`config.mk`:
```
export PLATFORM = sky130hd
export DESIGN_NAME = sobel_window_engine
export DESIGN_NICKNAME = d
export VERILOG_FILES = /design/src/rtl/sobel_window_engine.sv
export SDC_FILE = /design/constraint.sdc
export NUM_CORES = 1
export LEC_CHECK = 0
export ABC_AREA = 1
export CORE_MARGIN = 2
export CORE_UTILIZATION = 61
export DETAILED_ROUTE_END_ITERATION = 10
export MAX_ROUTING_LAYER = met4
export PLACE_DENSITY = 0.77
export SETUP_SLACK_MARGIN = 0.1
export SLEW_MARGIN = 25
export SYNTH_ARGS = -nofsm -noshare
export SYNTH_HDL_FRONTEND = slang
export SYNTH_SLANG_ARGS = --single-unit
```
`constraint.sdc`:
```
create_clock -name clk -period 4.5 [get_ports clk]
set_input_delay 1.35 -clock clk [delete_from_list [all_inputs] [get_ports clk]]
set_output_delay 1.35 -clock clk [all_outputs]
set_load 0.02 [all_outputs]
```
`src/rtl/sobel_window_engine.sv`:
```
// sobel_window_engine
//   Builds a sliding 3x3 window from the three line-buffer row taps and emits
//   the Sobel gradient magnitude |Gx|+|Gy|, saturated to 8 bits, for every
//   interior pixel. Two pipeline stages follow the window: A registers |Gx|
//   and |Gy|, B sums, saturates and thresholds.
//
// Ports
//   clk           system clock, rising edge
//   rst           asynchronous active-low reset
//   valid_i       a new pixel column is on data0_i..data2_i
//   row_ok_i      all three taps are valid; a column is accepted only with valid_i
//   data0_i       bottom row tap (newest line)
//   data1_i       middle row tap
//   data2_i       top row tap (oldest line)
//   pix_o         saturated gradient magnitude
//   edge_o        pix_o > THRESH
//   valid_o       pix_o / edge_o valid this cycle
//   frame_done_o  pulses with the last valid_o of a frame
module sobel_window_engine #(
  parameter int unsigned IMG_WIDTH  = 640,
  parameter int unsigned IMG_HEIGHT = 480,
  parameter logic [7:0]  THRESH     = 8'd128
) (
  input  logic       clk,
  input  logic       rst,
  input  logic       valid_i,
  input  logic       row_ok_i,
  input  logic [7:0] data0_i,
  input  logic [7:0] data1_i,
  input  logic [7:0] data2_i,
  output logic [7:0] pix_o,
  output logic       edge_o,
  output logic       valid_o,
  output logic       frame_done_o
);

  localparam int unsigned ColW = $clog2(IMG_WIDTH);
  localparam int unsigned RowW = $clog2(IMG_HEIGHT);
  localparam logic [ColW-1:0] ColLast = ColW'(IMG_WIDTH - 1);
  // The row counter counts output lines only, hence HEIGHT-3 as its top value.
  localparam logic [RowW-1:0] RowLast = RowW'(IMG_HEIGHT - 3);

  // a + 2b + c with no overflow (max 1020).
  function automatic logic [9:0] wsum(input logic [7:0] a, input logic [7:0] b,
                                      input logic [7:0] c);
    return 10'(a) + {1'b0, b, 1'b0} + 10'(c);
  endfunction

  function automatic logic [9:0] absv(input logic signed [10:0] d);
    return 10'(d[10] ? -d : d);
  endfunction

  // Window columns: w2 left/oldest, w0 right/newest. Element [0]=top, [2]=bottom.
  logic [2:0][7:0] r_w0, r_w1, r_w2;
  logic [ColW-1:0] r_col;
  logic [RowW-1:0] r_row;
  logic            r_win_vld, r_win_last;
  logic [9:0]      r_gx_abs, r_gy_abs;
  logic            r_a_vld, r_a_last;
  logic [7:0]      r_pix;
  logic            r_edge, r_vld, r_last;

  logic                w_accept, w_last;
  logic [9:0]          w_sum_l, w_sum_r, w_sum_t, w_sum_b;
  logic signed [10:0]  w_gx, w_gy;
  logic [10:0]         w_mag;
  logic [7:0]          w_pix;

  always_comb begin
    w_accept = valid_i & row_ok_i;
    w_last   = (r_col == ColLast) && (r_row == RowLast);

    w_sum_l = wsum(r_w2[0], r_w2[1], r_w2[2]);
    w_sum_r = wsum(r_w0[0], r_w0[1], r_w0[2]);
    w_sum_t = wsum(r_w2[0], r_w1[0], r_w0[0]);
    w_sum_b = wsum(r_w2[2], r_w1[2], r_w0[2]);
    w_gx    = $signed({1'b0, w_sum_r}) - $signed({1'b0, w_sum_l});
    w_gy    = $signed({1'b0, w_sum_t}) - $signed({1'b0, w_sum_b});

    w_mag = {1'b0, r_gx_abs} + {1'b0, r_gy_abs};
    w_pix = (w_mag > 11'd255) ? 8'hFF : w_mag[7:0];
  end

  // Window and position counters move only on accepted columns.
  always_ff @(posedge clk or negedge rst) begin
    if (!rst) begin
      r_w0       <= '0;
      r_w1       <= '0;
      r_w2       <= '0;
      r_col      <= '0;
      r_row      <= '0;
      r_win_vld  <= 1'b0;
      r_win_last <= 1'b0;
    end else begin
      // Window flag is a one-cycle tag; it must drop when nothing is accepted.
      r_win_vld  <= w_accept && (r_col >= ColW'(2));
      r_win_last <= w_accept && w_last;
      if (w_accept) begin
        r_w2 <= r_w1;
        r_w1 <= r_w0;
        r_w0 <= {data0_i, data1_i, data2_i};
        if (r_col == ColLast) begin
          r_col <= '0;
          r_row <= (r_row == RowLast) ? '0 : r_row + 1'b1;
        end else begin
          r_col <= r_col + 1'b1;
        end
      end
    end
  end

  // Pipeline advances every cycle regardless of valid_i.
  always_ff @(posedge clk or negedge rst) begin
    if (!rst) begin
      r_gx_abs <= '0;
      r_gy_abs <= '0;
      r_a_vld  <= 1'b0;
      r_a_last <= 1'b0;
      r_pix    <= '0;
      r_edge   <= 1'b0;
      r_vld    <= 1'b0;
      r_last   <= 1'b0;
    end else begin
      r_gx_abs <= absv(w_gx);
      r_gy_abs <= absv(w_gy);
      r_a_vld  <= r_win_vld;
      r_a_last <= r_win_last;
      r_pix    <= w_pix;
      r_edge   <= w_pix > THRESH;
      r_vld    <= r_a_vld;
      r_last   <= r_a_last;
    end
  end

  assign pix_o        = r_pix;
  assign edge_o       = r_edge;
  assign valid_o      = r_vld;
  assign frame_done_o = r_last;

endmodule

```
==> flow_metrics.py <==
metrics = {
    "placement": {
        "io_buffer_count": 38,
        "postPlaceCellArea_um2": 8780,
        "place_congestion": 0.876,
        "dp_hpwl_mm": 11.4,
    },
    "cells_and_area": {
        "final_area_um2": 9370,
        "layout-drive-gt1-share_pct": 4.93,
        "area_growth_syn_to_layout_pct": 14.1,
        "nNetsFinal": 1152,
        "antenna_cells": 0,
    },
    "drt": {
        "drt_iter0_drc": 393,
        "drtPass1Iterations": 5,
        "vias": 6107,
        "postRouteAntennaNets": 0,
        "drc": 0,
        "wl_mm": 15.7,
        "vias_per_cell": 5.05,
        "post_drt_wl_per_cell_um": 13.0,
    },
    "synth": {
        "synth_warnings": 0,
        "yosys-top-cells-count": "inv_1 (222), nand2_1 (220), dfrtp_1 (126)",
        "yosysTopAreaCell": "dfrtp_1",
        "synth_edf_count": 0,
        "synth_top_area_share_pct": 38.4,
        "netlist_area_um2": 8220,
        "yosysUniqueCellTypes": 36,
        "syn_nets": 1109,
        "syn_inst": 978,
        "ys_seq_area_share_pct": 38.4,
        "synth_seq_cells": 126,
        "syn_area_per_cell_um2": 8.40,
        "synth_area_leaders": "dfrtp_1 (38%), fa_1 (15%), inv_1 (10%)",
        "ys_async_sr_fraction_pct": 100,
        "yosysMostFrequentCell": "inv_1",
        "ys.flop_type": "dfrtp_1",
    },
    "clock_tree": {
        "cts_setup_buffers": 0,
        "insertion_delay_ps": 420,
        "ctsResizeCount": 0,
        "tritoncts": "done",
        "h-tree-depth": 4,
        "cts-hold-fix-buffers": 0,
        "cts_buffers": 17,
        "cts.sinks": 126,
        "cts-root-buf": "clkbuf_16",
        "clock_path_buffers": 2,
        "path_clk_slew_ps": 60,
    },
    "floorplan": {
        "io_pins": 39,
        "fp.dieArea_um2": 14400,
        "die_w_um": 120,
        "core-area_um2": 13200,
        "fp.dieH_um": 120,
        "rows": 42,
        "initial_core_util_pct": 62.3,
    },
    "grt": {
        "grt_util_all_layers_pct": 25.8,
        "grt_max_degree": 127,
        "antenna_found_initial": 0,
        "grt_overflow_total": 0,
        "grt_pass1_wl_mm": 28.6,
        "grt_pass1_vias": 6256,
    },
    "timing": {
        "rsz0062_at_grt": "false",
        "max_slew_margin_pct": 56.3,
        "min_period_over_period_pct": 85.2,
        "hold_ws_ps": 358,
        "finClkSkew_ps": 5.20,
        "fmax_mhz": 261,
        "worst_slew_pin_slew_ps": 655,
        "min_period_ps": 3830,
        "slew_viol_final": 0,
        "setup_tns_ps": 0,
        "final_hold_viol_count": 0,
        "final-setup-viol-count": 0,
    },
    "status": {
        "outcome": "finished, final reports clean",
    },
    "worst_setup_path": {
        "path_max_fanout": 4,
        "cp.required_ps": 4800,
        "worstSetupEndpointType": "flip-flop",
        "critPathLaunchType": "flip-flop",
        "worstSetupPathType": "reg -> reg",
        "worstPathArrival_ps": 4140,
    },
    "worst_hold_path": {
        "hold_path.class": "reg -> reg",
    },
    "job": {
        "drv_cap": 0,
    },
}
through the flow:
step / util [%] / setup slack [ps] / std cells
CTS: 71.0 / 642 / 1210
finish: 71.0 / 666 / 1210
global route: 71.0 / 251 / 1210
floorplan: - / 1000 / 978
global placement: 66.5 / 752 / 1178
detailed placement: 66.5 / 663 / 1178
layout by cell type, fill, tap and decap left out, types with 3 or more instances in the layout:
master / count
a21oi_1: 20
buf_4: 3
clkbuf_16: 17
clkdlybuf4s50_1: 37
clkinv_2: 4
clkinv_4: 5
clkinvlp_4: 3
dfrtp_1: 126
fa_1: 63
ha_1: 40
inv_1: 222
nand2_1: 220
nand3_1: 55
nand3b_1: 3
nand4_1: 15
nor2_1: 47
nor2_2: 3
nor3_1: 19
nor4_1: 3
o21ai_0: 85
xnor2_1: 10
xor2_1: 10
metal layers:
layer  vias up  wire, um  track usage (%)
met2       103      7790             42.4
met1      2893      7190             32.6
met4         0       282             8.09
li1       3089         -                -
met3        22       454             5.23
met5         -         0                -
critical path, cell delays in order (launching register included):
cell	delay, ps
dfrtp_1	430
fa_1	550
inv_1	50
fa_1	390
fa_1	460
inv_1	60
ha_1	240
inv_1	80
fa_1	520
inv_1	80
nor3_1	230
nand2_1	90
inv_1	80
nand3_1	70
nor2_1	170
nand3_1	110
nand3_1	80
nand2_1	60
kinds of logic (layout without fill, tap and decap cells):
group           Yosys count  after routing  share of synthesized area (%)
simple gates            376            376                           19.9
buf+inv                 241            297                           11.1
flops                   126            126                           38.4
compound gates          112            112                           7.04
fa+ha+maj               103            103                           21.4
xor+xnor                 20             20                           2.13
final timing paths:
| check | startpoint | endpoint | slack [ps] | cells past startpoint |
|---|---|---|---|---|
| min in group asynchronous | rst | r_w0[1] | 1030 | 2 |
| hold reg to reg | r_a_vld | valid_o | 360 | 0 |
| setup / recovery | r_w0[0] | r_gy_abs[9] | 670 | 17 |
| hold / removal | r_a_vld | valid_o | 360 | 0 |
| setup reg to reg | r_w0[0] | r_gy_abs[9] | 670 | 17 |
| max in group asynchronous | rst | r_gx_abs[9] | 2990 | 2 |
area by class of cell:
type | count | area [um^2]
inverters | 224 | 842
fillers | 1049 | 3820
multi-input cells | 611 | 4150
clock inverters | 13 | 141
flip-flops and latches | 126 | 3150
well taps | 176 | 220
clock buffers | 19 | 453
repair buffers | 41 | 413
registers in the layout, indices dropped and copies added, names as in the netlist:
register	cells
r_col	10
r_gx_abs	10
r_gy_abs	10
r_a_vld	1
r_w1	24
edge_o	1
r_win_last	1
r_row	9
r_a_last	1
r_w2	24
pix_o	8
r_win_vld	1
frame_done_o	1
r_w0	24
valid_o	1
Power is left out: the tool's default activity adds up to more than one toggle a clock period on the data nets, which glitch-free logic cannot reach.
